`src/rtl/router_pkg.sv`:
```
// Shared widths, header field positions and the stored entry layout for the router output FIFOs.
package router_pkg;
    localparam int DATA_W     = 8;
    localparam int FIFO_DEPTH = 16;
    localparam int ADDR_LSB   = 0;
    localparam int LEN_LSB    = 2;

    typedef struct packed {
        logic              lfd;
        logic [DATA_W-1:0] data;
    } fifo_entry_t;
endpackage

```
`src/rtl/router_fifo_ptr.sv`:
```
// One FIFO pointer with natural wrap mod 2*DEPTH; compares against the opposite pointer
// to report "same position" (empty) and "one lap apart" (full).
module router_fifo_ptr #(
    parameter int ADDR_W = 4
) (
    input  logic              clock,
    input  logic              resetn,
    input  logic              clear,
    input  logic              inc,
    input  logic [ADDR_W:0]   other_ptr,
    output logic [ADDR_W:0]   ptr,
    output logic              same,
    output logic              lapped
);
    logic [ADDR_W:0] ptr_d, ptr_q;

    always_comb begin
        ptr_d = ptr_q;
        if (clear) begin
            ptr_d = '0;
        end else if (inc) begin
            ptr_d = ptr_q + 1'b1;
        end
    end

    always_ff @(posedge clock) begin
        if (!resetn) begin
            ptr_q <= '0;
        end else begin
            ptr_q <= ptr_d;
        end
    end

    assign ptr    = ptr_q;
    assign same   = (ptr_q == other_ptr);
    assign lapped = (ptr_q[ADDR_W] != other_ptr[ADDR_W]) &&
                    (ptr_q[ADDR_W-1:0] == other_ptr[ADDR_W-1:0]);
endmodule

```
`src/rtl/router_fifo.sv`:
```
// Per-port output FIFO of the 1x3 router with header-driven packet counter and soft flush.
// Optional sticky overflow/underflow flag enabled by defining ROUTER_FIFO_ERR_EN.
module router_fifo
    import router_pkg::*;
#(
    parameter int WIDTH = DATA_W,
    parameter int DEPTH = FIFO_DEPTH
) (
    input  logic             clock,
    input  logic             resetn,
    input  logic             soft_reset,
    input  logic             write_enb,
    input  logic             lfd_state,
    input  logic [WIDTH-1:0] data_in,
    input  logic             read_enb,
    output logic [WIDTH-1:0] data_out,
    output logic             full,
    output logic             empty,
    output logic             err
);
    localparam int ADDR_W = $clog2(DEPTH);
    localparam int CNT_W  = WIDTH - 1;

    logic [WIDTH:0]   mem_q [DEPTH];
    logic [ADDR_W:0]  wp, rp;
    logic             wp_same, wp_lapped, rp_same, rp_lapped;
    logic             wr_ok, rd_ok;
    logic [WIDTH:0]   rd_entry;
    logic [CNT_W-1:0] cnt_d, cnt_q;
    logic [WIDTH-1:0] dout_d, dout_q;

    assign empty = wp_same & rp_same;
    assign full  = wp_lapped & rp_lapped;

    assign wr_ok    = write_enb && !full && !soft_reset;
    assign rd_ok    = read_enb && !empty && !soft_reset;
    assign rd_entry = mem_q[rp[ADDR_W-1:0]];

    router_fifo_ptr #(.ADDR_W(ADDR_W)) u_wp (
        .clock     (clock),
        .resetn    (resetn),
        .clear     (soft_reset),
        .inc       (wr_ok),
        .other_ptr (rp),
        .ptr       (wp),
        .same      (wp_same),
        .lapped    (wp_lapped)
    );

    router_fifo_ptr #(.ADDR_W(ADDR_W)) u_rp (
        .clock     (clock),
        .resetn    (resetn),
        .clear     (soft_reset),
        .inc       (rd_ok),
        .other_ptr (wp),
        .ptr       (rp),
        .same      (rp_same),
        .lapped    (rp_lapped)
    );

    // Storage is deliberately not reset; the pointers define what is valid.
    always_ff @(posedge clock) begin
        if (resetn && wr_ok) begin
            mem_q[wp[ADDR_W-1:0]] <= {lfd_state, data_in};
        end
    end

    // A header loads payload length plus the trailing parity byte; the bus idles at 0 between packets.
    always_comb begin
        cnt_d  = cnt_q;
        dout_d = dout_q;
        if (soft_reset) begin
            cnt_d  = '0;
            dout_d = '0;
        end else if (rd_ok) begin
            dout_d = rd_entry[WIDTH-1:0];
            if (rd_entry[WIDTH]) begin
                cnt_d = CNT_W'(rd_entry[WIDTH-1:LEN_LSB]) + CNT_W'(1);
            end else if (cnt_q != '0) begin
                cnt_d = cnt_q - CNT_W'(1);
            end
        end else if (cnt_q == '0) begin
            dout_d = '0;
        end
    end

    always_ff @(posedge clock) begin
        if (!resetn) begin
            cnt_q  <= '0;
            dout_q <= '0;
        end else begin
            cnt_q  <= cnt_d;
            dout_q <= dout_d;
        end
    end

    assign data_out = dout_q;

`ifdef ROUTER_FIFO_ERR_EN
    logic err_d, err_q;

    always_comb begin
        err_d = err_q | (write_enb & full) | (read_enb & empty);
    end

    always_ff @(posedge clock) begin
        if (!resetn) begin
            err_q <= 1'b0;
        end else begin
            err_q <= err_d;
        end
    end

    assign err = err_q;
`else
    assign err = 1'b0;
`endif
endmodule

```
`config.mk`:
```
export PLATFORM = sky130hd
export DESIGN_NAME = router_fifo
export DESIGN_NICKNAME = d
export VERILOG_FILES = /design/src/rtl/router_pkg.sv /design/src/rtl/router_fifo_ptr.sv /design/src/rtl/router_fifo.sv
export SDC_FILE = /design/constraint.sdc
export NUM_CORES = 1
export LEC_CHECK = 0
export CELL_PAD_IN_SITES_DETAIL_PLACEMENT = 1
export CELL_PAD_IN_SITES_GLOBAL_PLACEMENT = 2
export CORE_MARGIN = 4
export CORE_UTILIZATION = 41
export DETAILED_ROUTE_END_ITERATION = 7
export GPL_TIMING_DRIVEN = 0
export PLACE_DENSITY_LB_ADDON = 0.12
export SLEW_MARGIN = 10
export SYNTH_ARGS = -nofsm -noshare
export SYNTH_HDL_FRONTEND = slang
export SYNTH_SLANG_ARGS = --single-unit
export TNS_END_PERCENT = 1
```
`constraint.sdc`:
```
create_clock -name clock -period 2.54 [get_ports clock]
set_input_delay 0.635 -clock clock [delete_from_list [all_inputs] [get_ports clock]]
set_output_delay 0.635 -clock clock [all_outputs]
set_load 0.05 [all_outputs]
```
==> results.yml <==
cts:
  clk_transition_reported_paths_ps: 70
  max-clock-path-buffers: 2
  clk_latency_ps: 430
  clock_buffers_created_by_tritoncts: 17
  clock_tree.root_cell: "sky130_fd_sc_hd__clkbuf_16"
  clock_tree.htree_level_count: 4
  cts_hold_repair.buffers: 0
  clock-sinks: 173
  tritoncts: "yes"
floorplanning:
  io_pins: 25
  die_width_um: 140
  start_util: 0.423
  floorplan.core_area_mm2: 0.0168
  floorplan.rows: 47
  chipHeight_um: 140
  die_area_mm2: 0.0195
power_and_ir_drop:
  report.power.total_mw: 5.85
  leakage_nw: 2.68
  power.density_mw_per_mm2: 675
  max-vdd-ir-drop_uv: 457
global_route:
  grt_pass1_wl_mm: 26.9
  gr-usage-met2: 0.317
  global_route.usage.met1: 0.243
  grt-ovfl-total: 0
  grt_util_met3: 0.0398
  grt_pass1_vias: 4296
  global_route.peak_usage_layer: "met2"
  groute.usage.overall: 0.187
  grt_antenna_before_repair: 0
  maximum_number_of_pins_on_one_net_before_global_route_repair: 17
timing:
  post_route_clock_period_utilization: 0.985
  worst_slack_ps: 39.4
  finalCriticalPeriod_ps: 2500
  timing_max_transition_violations_final: 0
  timing.fmax_ghz: 0.400
  tightest_slew_ps: 873
  finalSetupViolCount: 0
  clock-skew-final_ps: 9.14
  rsz0062_at_grt: "yes"
  worst_slew_margin_rel: 0.418
  hold_violations: 0
cells_and_area:
  antenna_cells: 0
  nNetsFinal: 506
  layout-area-overhead-vs-synth_pct: 22.0
  layout.core_utilization: 0.517
  layout-drive-gt1-share: 0.261
synthesis:
  post_synth_main_area_contributors: "sky130_fd_sc_hd__edfxtp_1 61%, sky130_fd_sc_hd__mux4_2 9.2%, sky130_fd_sc_hd__dfxtp_1 8.2%"
  yosys_register_bits: 173
  synthFlopType: "sky130_fd_sc_hd__edfxtp_1"
  postSynthCellCount: 426
  synth_enable_flop_cells: 144
  syn-num-nets: 447
  synth_seq_area_share: 0.691
  netlist-cell-type-count: 48
  synth_cell_area_mm2: 0.00710
  average_cell_area_after_synthesis_um2: 16.7
  yosys_top_cell_area_share: 0.609
  ys_async_sr_fraction: 0
  ys_warn_count: 0
  synth_largest_area_cell: "sky130_fd_sc_hd__edfxtp_1"
drt:
  post_drt_wl_per_cell_um: 24.1
  drt_iter0_markers: 211
  vias: 3933
  wire_length_reported_by_the_detailed_router_mm: 17.3
  detail_route.vias_per_cell: 5.48
  firstDrtPassIters: 4
  final_antenna_net_count: 0
  detail_route.drc_violations: 0
worst_setup_path:
  timing.critical_path.required_ps: 2860
  path_max_fanout: 10
  start_kind: "register"
  timing.rr.end: "cnt_q[1]$_SDFFE_PP0P_"
  regToRegSetupSlack_ps: 40
  type_of_the_worst_setup_path: "register to register"
  worst_ep_arrival_time_ps: 2830
  r2r_cells: 7
  critPathCaptureType: "register"
run_status:
  run_status: "completed"
job:
  cap_violations: 0
placed_design:
  dp_hpwl_mm: 11.1
  routabilityCongestion: 0.755
  portBuffers: 23
  pre_cts_ws_ps: -887
hold_path:
  worstHoldPathType: "register to register"
  whs_path_depth: 2
  hold_path_startpoint: "data_out[2]$_SDFFE_PP0P_"
  hold_end: "data_out[2]$_SDFFE_PP0P_"
kinds of logic after synthesis:
logic type	count (synthesis)	share of synthesized area
buffers and inverters	26	0.0206
multiplexers	52	0.139
flip-flops	173	0.691
AO/OA/AOI/OAI	41	0.0398
AND/OR/NAND/NOR	109	0.0760
other	1	0.000528
adder cells (fa/ha/maj)	7	0.0123
XOR/XNOR	17	0.0210
flip-flops by register name, summed over array words and instances, names as in the netlist, named ones only:
signal / cells
mem_q: 144
data_out: 8
cnt_q: 7
u_rp.ptr: 5
u_wp.ptr: 5
what timing repair did:
item                                    in CTS  in global routing
buffers inserted                            14                  0
pin swaps                                   14                  0
gates resized for setup                     45                  8
endpoints found under the setup margin     147                 49
endpoints found under the hold margin        0                  0
worst max-delay path, stage by stage, from the launching register on:
cell	delay [ps]
sky130_fd_sc_hd__dfxtp_2	420
sky130_fd_sc_hd__buf_6	200
sky130_fd_sc_hd__mux4_1	630
sky130_fd_sc_hd__mux2i_4	280
sky130_fd_sc_hd__mux2i_2	170
sky130_fd_sc_hd__ha_2	350
sky130_fd_sc_hd__mux2i_1	60
sky130_fd_sc_hd__a221oi_1	280
through the flow:
step | TNS [ps] | hold slack, ps | instances | instance area [µm²]
2_1_floorplan | 0 | 479 | 426 | 7100
3_3_place_gp | -137660 | 460 | 669 | 7600
3_5_place_dp | -91240 | 462 | 673 | 7680
4_1_cts | 0 | 472 | 718 | 8650
5_1_grt | -20.4 | 501 | 718 | 8660
6_report | 0 | 467 | 718 | 8660
synth_stat cells (2+ instances only):
cell type                   instances
sky130_fd_sc_hd__edfxtp_1         144
sky130_fd_sc_hd__nor2_1            33
sky130_fd_sc_hd__dfxtp_1           29
sky130_fd_sc_hd__mux4_2            29
sky130_fd_sc_hd__nand2_1           22
sky130_fd_sc_hd__nand3_1           17
sky130_fd_sc_hd__mux2i_1           15
sky130_fd_sc_hd__a21oi_1           11
sky130_fd_sc_hd__xor2_1             9
sky130_fd_sc_hd__clkbuf_1           8
sky130_fd_sc_hd__xnor2_1            8
sky130_fd_sc_hd__ha_1               7
sky130_fd_sc_hd__nor3_1             7
sky130_fd_sc_hd__a22oi_1            6
sky130_fd_sc_hd__buf_2              6
sky130_fd_sc_hd__mux4_1             6
sky130_fd_sc_hd__nand4_1            5
sky130_fd_sc_hd__nor2b_1            5
sky130_fd_sc_hd__buf_6              4
sky130_fd_sc_hd__inv_1              4
sky130_fd_sc_hd__a2bb2oi_1          3
sky130_fd_sc_hd__and4_1             3
sky130_fd_sc_hd__buf_4              3
sky130_fd_sc_hd__nand2b_1           3
sky130_fd_sc_hd__nand3b_1           3
sky130_fd_sc_hd__o21a_1             3
sky130_fd_sc_hd__o21ai_0            3
sky130_fd_sc_hd__o21ai_1            3
sky130_fd_sc_hd__a221oi_1           2
sky130_fd_sc_hd__a22oi_2            2
sky130_fd_sc_hd__mux2_2             2
sky130_fd_sc_hd__nor3b_1            2
sky130_fd_sc_hd__nor4_1             2
sky130_fd_sc_hd__o211ai_1           2
sky130_fd_sc_hd__o22ai_1            2
cell type report:
type	instances	area, µm²
well taps	220	275
flip-flops and latches	173	4910
multi-input cells	227	2230
repair buffers	41	510
clock inverters	12	88.8
plain buffers	21	138
inverters	4	15.0
clock buffers	20	500
fillers	1589	8100
cells in the final DEF (no fill, tap or decap), types with 12 or more instances in the layout:
cell type	count
sky130_fd_sc_hd__mux2i_1	12
sky130_fd_sc_hd__nor2_1	21
sky130_fd_sc_hd__edfxtp_1	144
sky130_fd_sc_hd__clkdlybuf4s50_1	21
sky130_fd_sc_hd__nor2_4	12
sky130_fd_sc_hd__nand2_1	22
sky130_fd_sc_hd__nand3_1	13
sky130_fd_sc_hd__dfxtp_1	28
sky130_fd_sc_hd__mux4_2	29
sky130_fd_sc_hd__clkbuf_16	20
how the worst max path moves through the flow:
stage,from,end,slack (ps)
after floorplan,u_wp.ptr[3]$_SDFFE_PP0P_,mem_q[3][0]$_DFFE_PP_,180
after global placement,resetn,mem_q[0][1]$_DFFE_PP_,-1430
after detailed placement,resetn,mem_q[6][1]$_DFFE_PP_,-890
after CTS,u_wp.ptr[3]$_SDFFE_PP0P_,full,9
after global routing,register,cnt_q[1]$_SDFFE_PP0P_,-20
final,register,cnt_q[1]$_SDFFE_PP0P_,40
power breakdown:
group	leakage, nW	internal, mW	switching [mW]
Sequential	1.53	3.08	0.00577
Combinational	0.856	0.0719	0.120
Clock	0.296	1.44	1.13
metal layers:
| layer | share of wire | wire (µm) |
|---|---|---|
| met1 | 0.44 | 7570 |
| met2 | 0.51 | 8860 |
| met3 | 0.036 | 630 |
| met4 | 0.015 | 264 |
| met5 | 0 | 0 |
Power figures use the tool's default switching activity.
